`src/rtl/ual_pkg.sv`:
```
// Shared types for the UAL result stage: operation codes, flag positions,
// serial-shifter modes and the control FSM state enum.
package ual_pkg;

  typedef enum logic [2:0] {
    OP_AU   = 3'd0,
    OP_NAND = 3'd1,
    OP_OR   = 3'd2,
    OP_XOR  = 3'd3,
    OP_SHL  = 3'd4,
    OP_SHR  = 3'd5,
    OP_ROL  = 3'd6,
    OP_ROR  = 3'd7
  } op_t;

  // Bit 1 selects rotate, bit 0 selects right; matches op[1:0] of the shift ops.
  typedef enum logic [1:0] {
    SM_SHL = 2'b00,
    SM_SHR = 2'b01,
    SM_ROL = 2'b10,
    SM_ROR = 2'b11
  } shift_mode_t;

  typedef enum logic {
    ST_IDLE  = 1'b0,
    ST_SHIFT = 1'b1
  } state_t;

  localparam int FLAG_N = 2;
  localparam int FLAG_Z = 1;
  localparam int FLAG_C = 0;

  function automatic logic is_shift_op(op_t op);
    return op[2];
  endfunction

  function automatic shift_mode_t op_to_mode(op_t op);
    return shift_mode_t'(op[1:0]);
  endfunction

endpackage

```
`src/rtl/ual_result_unit_if.sv`:
```
// Request/result bundle between operand fetch, the UAL result stage and write-back.
interface ual_result_unit_if #(
  parameter int WIDTH = 8
);
  localparam int SHAMT_W = $clog2(WIDTH);

  logic               in_valid;
  logic               in_ready;
  ual_pkg::op_t       op;
  logic [WIDTH-1:0]   a;
  logic [WIDTH-1:0]   b;
  logic [WIDTH-1:0]   au_result;
  logic               au_carry;
  logic [SHAMT_W-1:0] shamt;
  logic               out_valid;
  logic               out_ready;
  logic [WIDTH-1:0]   result;
  logic [2:0]         flags;

  modport master (
    output in_valid, op, a, b, au_result, au_carry, shamt, out_ready,
    input  in_ready, out_valid, result, flags
  );

  modport slave (
    input  in_valid, op, a, b, au_result, au_carry, shamt, out_ready,
    output in_ready, out_valid, result, flags
  );

endinterface

```
`src/rtl/ual_serial_shifter.sv`:
```
// Serial shift/rotate engine: one bit position per cycle. value/carry present the
// result of the step taken at the next edge, so the final step can be captured directly.
module ual_serial_shifter
  import ual_pkg::*;
#(
  parameter int WIDTH = 8,
  localparam int SHAMT_W = $clog2(WIDTH)
) (
  input  logic               clk,
  input  logic               rst_n,
  input  logic               start,
  input  logic [SHAMT_W-1:0] shamt,
  input  logic [WIDTH-1:0]   din,
  input  shift_mode_t        mode,
  output logic               busy,
  output logic               done,
  output logic [WIDTH-1:0]   value,
  output logic               carry
);

  logic [WIDTH-1:0]   work;
  logic [SHAMT_W-1:0] cnt;
  shift_mode_t        mode_q;

  always_comb begin
    value = work;
    carry = 1'b0;
    case (mode_q)
      SM_SHL: begin value = {work[WIDTH-2:0], 1'b0};        carry = work[WIDTH-1]; end
      SM_SHR: begin value = {1'b0, work[WIDTH-1:1]};        carry = work[0];       end
      SM_ROL: begin value = {work[WIDTH-2:0], work[WIDTH-1]}; carry = work[WIDTH-1]; end
      SM_ROR: begin value = {work[0], work[WIDTH-1:1]};     carry = work[0];       end
      default: ;
    endcase
  end

  assign busy = (cnt != '0);
  assign done = (cnt == SHAMT_W'(1));

  always_ff @(posedge clk or negedge rst_n) begin
    if (!rst_n) begin
      work   <= '0;
      cnt    <= '0;
      mode_q <= SM_SHL;
    end else if (start) begin
      work   <= din;
      cnt    <= shamt;
      mode_q <= mode;
    end else if (busy) begin
      work <= value;
      cnt  <= cnt - SHAMT_W'(1);
    end
  end

endmodule

```
`src/rtl/ual_result_unit.sv`:
```
// UAL result stage: logic ops and AU pass-through complete in one cycle, shifts and
// rotates go through the serial shifter; result and flags sit in a valid/ready register.
//
// state    | meaning
// ST_IDLE  | accepts requests when the output register is free or being consumed
// ST_SHIFT | serial shifter busy, in_ready held low
module ual_result_unit
  import ual_pkg::*;
#(
  parameter int WIDTH = 8,
  localparam int SHAMT_W = $clog2(WIDTH)
) (
  input logic             clk,
  input logic             rst_n,
  ual_result_unit_if.slave bus
);

  state_t             state;
  logic [WIDTH-1:0]   result_q;
  logic [2:0]         flags_q;
  logic               out_valid_q;
  logic [SHAMT_W-1:0] shamt;
  shift_mode_t        mode;
  logic [WIDTH-1:0]   imm_value, sh_value, load_value;
  logic               imm_carry, sh_carry, load_carry;
  logic               accept, start, load_imm, load, sh_busy, sh_done;

  assign shamt        = bus.shamt;
  assign mode         = op_to_mode(bus.op);
  assign bus.in_ready = (state == ST_IDLE) && (!out_valid_q || bus.out_ready);
  assign accept       = bus.in_valid && bus.in_ready;
  assign start        = accept && is_shift_op(bus.op) && (shamt != '0);
  assign load_imm     = accept && !start;
  assign load         = load_imm || sh_done;

  // Shift ops reaching this path have a zero amount: pass a through with C=0.
  always_comb begin
    imm_value = bus.a;
    imm_carry = 1'b0;
    case (bus.op)
      OP_AU:   begin imm_value = bus.au_result; imm_carry = bus.au_carry; end
      OP_NAND: imm_value = ~(bus.a & bus.b);
      OP_OR:   imm_value = bus.a | bus.b;
      OP_XOR:  imm_value = bus.a ^ bus.b;
      default: ;
    endcase
  end

  assign load_value = sh_done ? sh_value : imm_value;
  assign load_carry = sh_done ? sh_carry : imm_carry;

  ual_serial_shifter #(.WIDTH(WIDTH)) u_shifter (
    .clk   (clk),
    .rst_n (rst_n),
    .start (start),
    .shamt (shamt),
    .din   (bus.a),
    .mode  (mode),
    .busy  (sh_busy),
    .done  (sh_done),
    .value (sh_value),
    .carry (sh_carry)
  );

  always_ff @(posedge clk or negedge rst_n) begin
    if (!rst_n) begin
      state       <= ST_IDLE;
      out_valid_q <= 1'b0;
      result_q    <= '0;
      flags_q     <= '0;
    end else begin
      case (state)
        ST_IDLE:  if (start) state <= ST_SHIFT;
        ST_SHIFT: if (sh_done || !sh_busy) state <= ST_IDLE;
        default:  state <= ST_IDLE;
      endcase

      if (load) begin
        result_q        <= load_value;
        flags_q[FLAG_N] <= load_value[WIDTH-1];
        flags_q[FLAG_Z] <= (load_value == '0);
        flags_q[FLAG_C] <= load_carry;
        out_valid_q     <= 1'b1;
      end else if (start || bus.out_ready) begin
        out_valid_q <= 1'b0;
      end
    end
  end

  assign bus.out_valid = out_valid_q;
  assign bus.result    = result_q;
  assign bus.flags     = flags_q;

endmodule

```
`src/flat_wrapper.sv`:
```
// flat-port wrapper written by rule: the top's interface ports become plain ports
module ual_result_unit_flat import ual_pkg::*;
#(
  parameter int WIDTH = 8,
  localparam int SHAMT_W = $clog2(WIDTH)
)
  (clk, rst_n, bus_in_valid, bus_op, bus_a, bus_b, bus_au_result, bus_au_carry, bus_shamt, bus_out_ready, bus_in_ready, bus_out_valid, bus_result, bus_flags);
  ual_result_unit_if #(.WIDTH(WIDTH)) bus_i ();
  input logic clk;
  input logic rst_n;
  input wire logic [$bits(bus_i.in_valid)-1:0] bus_in_valid;
  input wire logic [$bits(bus_i.op)-1:0] bus_op;
  input wire logic [$bits(bus_i.a)-1:0] bus_a;
  input wire logic [$bits(bus_i.b)-1:0] bus_b;
  input wire logic [$bits(bus_i.au_result)-1:0] bus_au_result;
  input wire logic [$bits(bus_i.au_carry)-1:0] bus_au_carry;
  input wire logic [$bits(bus_i.shamt)-1:0] bus_shamt;
  input wire logic [$bits(bus_i.out_ready)-1:0] bus_out_ready;
  output wire logic [$bits(bus_i.in_ready)-1:0] bus_in_ready;
  output wire logic [$bits(bus_i.out_valid)-1:0] bus_out_valid;
  output wire logic [$bits(bus_i.result)-1:0] bus_result;
  output wire logic [$bits(bus_i.flags)-1:0] bus_flags;
  assign bus_i.in_valid = bus_in_valid;
  assign bus_i.op = bus_op;
  assign bus_i.a = bus_a;
  assign bus_i.b = bus_b;
  assign bus_i.au_result = bus_au_result;
  assign bus_i.au_carry = bus_au_carry;
  assign bus_i.shamt = bus_shamt;
  assign bus_i.out_ready = bus_out_ready;
  assign bus_in_ready = bus_i.in_ready;
  assign bus_out_valid = bus_i.out_valid;
  assign bus_result = bus_i.result;
  assign bus_flags = bus_i.flags;
  ual_result_unit #(.WIDTH(WIDTH)) u_core (.clk(clk), .rst_n(rst_n), .bus(bus_i));
endmodule
```
`config.mk`:
```
export PLATFORM = sky130hd
export DESIGN_NAME = ual_result_unit_flat
export DESIGN_NICKNAME = d
export VERILOG_FILES = /design/src/rtl/ual_pkg.sv /design/src/rtl/ual_result_unit_if.sv /design/src/rtl/ual_serial_shifter.sv /design/src/rtl/ual_result_unit.sv /design/src/flat_wrapper.sv
export SDC_FILE = /design/constraint.sdc
export NUM_CORES = 1
export LEC_CHECK = 0
export CORE_MARGIN = 10
export CORE_UTILIZATION = 40
export CTS_BUF_LIST = sky130_fd_sc_hd__clkbuf_4 sky130_fd_sc_hd__clkbuf_8
export CTS_CLUSTER_SIZE = 24
export DETAILED_ROUTE_END_ITERATION = 10
export PLACE_DENSITY = 0.67
export REMOVE_ABC_BUFFERS = 1
export SETUP_SLACK_MARGIN = 0.5
export SKIP_CTS_REPAIR_TIMING = 1
export SLEW_MARGIN = 20
export SYNTH_ARGS = -nofsm -noshare
export SYNTH_HDL_FRONTEND = slang
export SYNTH_SLANG_ARGS = --single-unit
```
`constraint.sdc`:
```
create_clock -name clk -period 3.89 [get_ports clk]
set_input_delay 0.5835 -clock clk [delete_from_list [all_inputs] [get_ports clk]]
set_output_delay 0.5835 -clock clk [all_outputs]
set_load 0.01 [all_outputs]
```
==> results.toml <==
[sta]
setup_violations = 0
setup_tns_ns = 0
fmax_ghz = 0.4009
worst_slew_margin_rel_pct = 51.88
fin_worst_skew_ns = 0.003304
period_share_pct = 64.13
hold_slack_ns = 0.4873
min_period_ns = 2.495
max_slew.worst_pin.slew_ns = 0.7218
hold_viol = 0
maxSlewViolCount = 0
rsz0062_at_grt = "false"

[floorplan]
rows = 25
die_h_um = 91.01
die_w_um = 91.01
boundaryPins = 48
dieArea_um2 = 8283
core_um2 = 4817
start_util_pct = 41.87

[pwr]
p_comb_share_pct = 55.8
intPower_mw = 0.8939
power_density_nw_per_um2 = 589.4
p_leak_nw = 1.168
irDropWorstVdd_mv = 0.2026
switching_share_pct = 40.38
clock_power_share_pct = 10.9
p_switching_mw = 0.6054
p_seq_share_pct = 33.4

[grt]
grt_pass1_wl_mm = 8.128
use_met3_pct = 1.975
use_met2_pct = 18.56
grtUsageTotal_pct = 11.45
grt_pass1_vias = 1693
grt_max_degree = 26
top_usage_layer = "met2"
gr-total-overflow = 0
grt_use_met1_pct = 15.02
antenna_found_initial = 0

[critical_path]
startpoint_type = "input port"
cp-end-kind = "register"
critPathBufInv = 1
startpoint = "bus_op[0]"
worstPathCellList = "clkdlybuf4s50_1 -> mux4_2 -> a21oi_1 -> o2111ai_1 -> o31ai_2"
cp_max_fo = 11
cpMaxStageDelayCell = "clkdlybuf4s50_1"
critPathArrivalTime_ns = 2.68
reg2regPathDepth = 8
r2r_end = "u_core.bus.flags[1]$_DFFE_PN0P_"
critPathTopFamily = "buffers and inverters"
cp.required_ns = 4.08
critical_path_class = "input port to register"
regToRegSetupSlack_ns = 2.01
r2r-start = "u_core.u_shifter.cnt[1]$_DFFE_PN0P_"
cp_slowest_stage_delay_ns = 0.88

[hold_path]
min_path_type = "register to register"
hold_path_end = "u_core.bus.result[2]$_DFFE_PN0P_"
hold_depth = 2
min_from = "u_core.bus.result[2]$_DFFE_PN0P_"

[detailed_routing]
via_count = 1609
wl_per_cell_um = 14.39
drt-initial-drc-count = 102
ant_nets = 0
drc_errors = 0
drtPass1Iterations = 4
wl_mm = 4.678
vias_per_cell = 4.951

[synthesis]
synth-edff-count = 0
synth_top_area_share_pct = 31.02
async_flop_share_pct = 100.0
synth_cell_types = 36
ys.flop_type = "dfrtp_1"
netlist_area_um2 = 2017
syn_inst = 215
ys_seq_area_share_pct = 31.02
yosys-top-cells-area = "dfrtp_1, ha_1, mux4_2, mux2i_1, inv_1"
synth-seq-cells = 25
synth_top_cell_by_area = "dfrtp_1"
yosys_warnings = 0
avgSynthCellArea_um2 = 9.381

[cts]
cts.sinks = 25
clk_path_buf_depth = 2
htreeDepth = 1
clk_pin_slew_ns = 0.09
cts_tree = "done"
insertion_delay_ns = 0.27
root_buffer = "clkbuf_8"
cts_buffers = 3

[run]
maxCapViolCount = 0

[outcome]
status = "complete, no violations"

[finish]
fin_nets = 313
layout_common_cells = "clkdlybuf4s50_1, inv_1, nand2_1, dfrtp_1, ha_1"
drive_gt1_share_pct = 9.690
syn_to_final_growth_pct = 26.12
n_antenna_cell = 0
layout_commonest_cell = "clkdlybuf4s50_1"

[place]
dp_hpwl_mm = 3.762
gp_congestion = 0.8095
io_buffers = 47
[state kept, by name, summed over array words and instances, names as in the netlist]
name	flops
u_core.bus.result	8
u_core.u_shifter.work	8
u_core.bus.out_valid	1
u_core.bus.flags	2
u_core.u_shifter.cnt	3
u_core.state	1
u_core.u_shifter.mode_q	2
[per-stage QoR]
| stage | power [mW] | instance area [um^2] | instances | setup WS [ns] | util (%) |
|---|---|---|---|---|---|
| after floorplan | 1.018 | 1911 | 203 | 1.827 | - |
| after global placement | 1.336 | 2495 | 321 | 1.169 | 51.79 |
| after detailed placement | 1.348 | 2495 | 321 | 1.102 | 51.79 |
| after CTS | 1.513 | 2544 | 325 | 1.373 | 52.81 |
| after global routing | 1.640 | 2544 | 325 | 1.197 | 52.81 |
| final | 1.499 | 2544 | 325 | 1.395 | 52.81 |
[worst max path at each step]
stage / cells after the start / endpoint
3_5_place_dp: 5 / u_core.bus.flags[1]$_DFFE_PN0P_
6_report: 5 / u_core.bus.flags[1]$_DFFE_PN0P_
4_1_cts: 5 / u_core.bus.flags[1]$_DFFE_PN0P_
5_1_grt: 5 / u_core.bus.flags[1]$_DFFE_PN0P_
2_1_floorplan: 2 / u_core.u_shifter.mode_q[0]$_DFFE_PN0P_
3_3_place_gp: 5 / u_core.bus.flags[1]$_DFFE_PN0P_
[logic make-up after synthesis]
logic type,count (synthesis),share of synthesized area [%]
adder cells (fa/ha/maj),19,11.79
AO/OA/AOI/OAI,50,17.00
flip-flops,25,31.02
multiplexers,23,15.94
XOR/XNOR,1,0.4343
buffers and inverters,46,11.60
AND/OR/NAND/NOR,51,12.22
[cell type report]
| class | count | area [um^2] |
|---|---|---|
| fill | 485 | 2273 |
| tap | 67 | 83.83 |
| clock buffer | 4 | 48.80 |
| sequential | 25 | 625.6 |
| multi-input combinational | 144 | 1157 |
| timing repair buffer | 51 | 500.5 |
| inverter | 34 | 127.6 |
[synthesized netlist by cell type (2+ instances only)]
cell,number
mux2i_1,13
a211oi_1,3
nand3_1,2
inv_1,34
dfrtp_1,25
ha_1,19
mux2_2,3
nand2_1,25
o31ai_2,2
nor2b_1,5
o21ai_1,7
nand2b_1,7
nor2_1,9
o21ai_0,6
mux4_2,7
clkbuf_1,4
a21oi_1,16
o211ai_1,6
o31ai_1,2
buf_6,4
[metal layers]
metal / part of all wire (%) / wire length, um
met3: 4.2 / 198
met1: 49 / 2278
met2: 46 / 2153
met4: 1.0 / 47
met5: 0 / 0
[power by group through the flow]
stage / Clock, mW / Sequential (mW) / Combinational [mW]
finish: 0.163 / 0.500 / 0.836
detailed placement: 0 / 0.507 / 0.842
CTS: 0.166 / 0.501 / 0.846
global route: 0.176 / 0.522 / 0.943
global placement: 0 / 0.500 / 0.836
floorplan: 0 / 0.509 / 0.510
[worst reg2reg max path: stages (launching register included)]
cell and delay, ns:
dfrtp_1 0.38, inv_1 0.09, ha_1 0.18, nor2b_1 0.14, buf_4 0.21, nor2_1 0.14, a21oi_1 0.29, o2111ai_1 0.18
o31ai_2 0.19
Power figures use the tool's default switching activity.
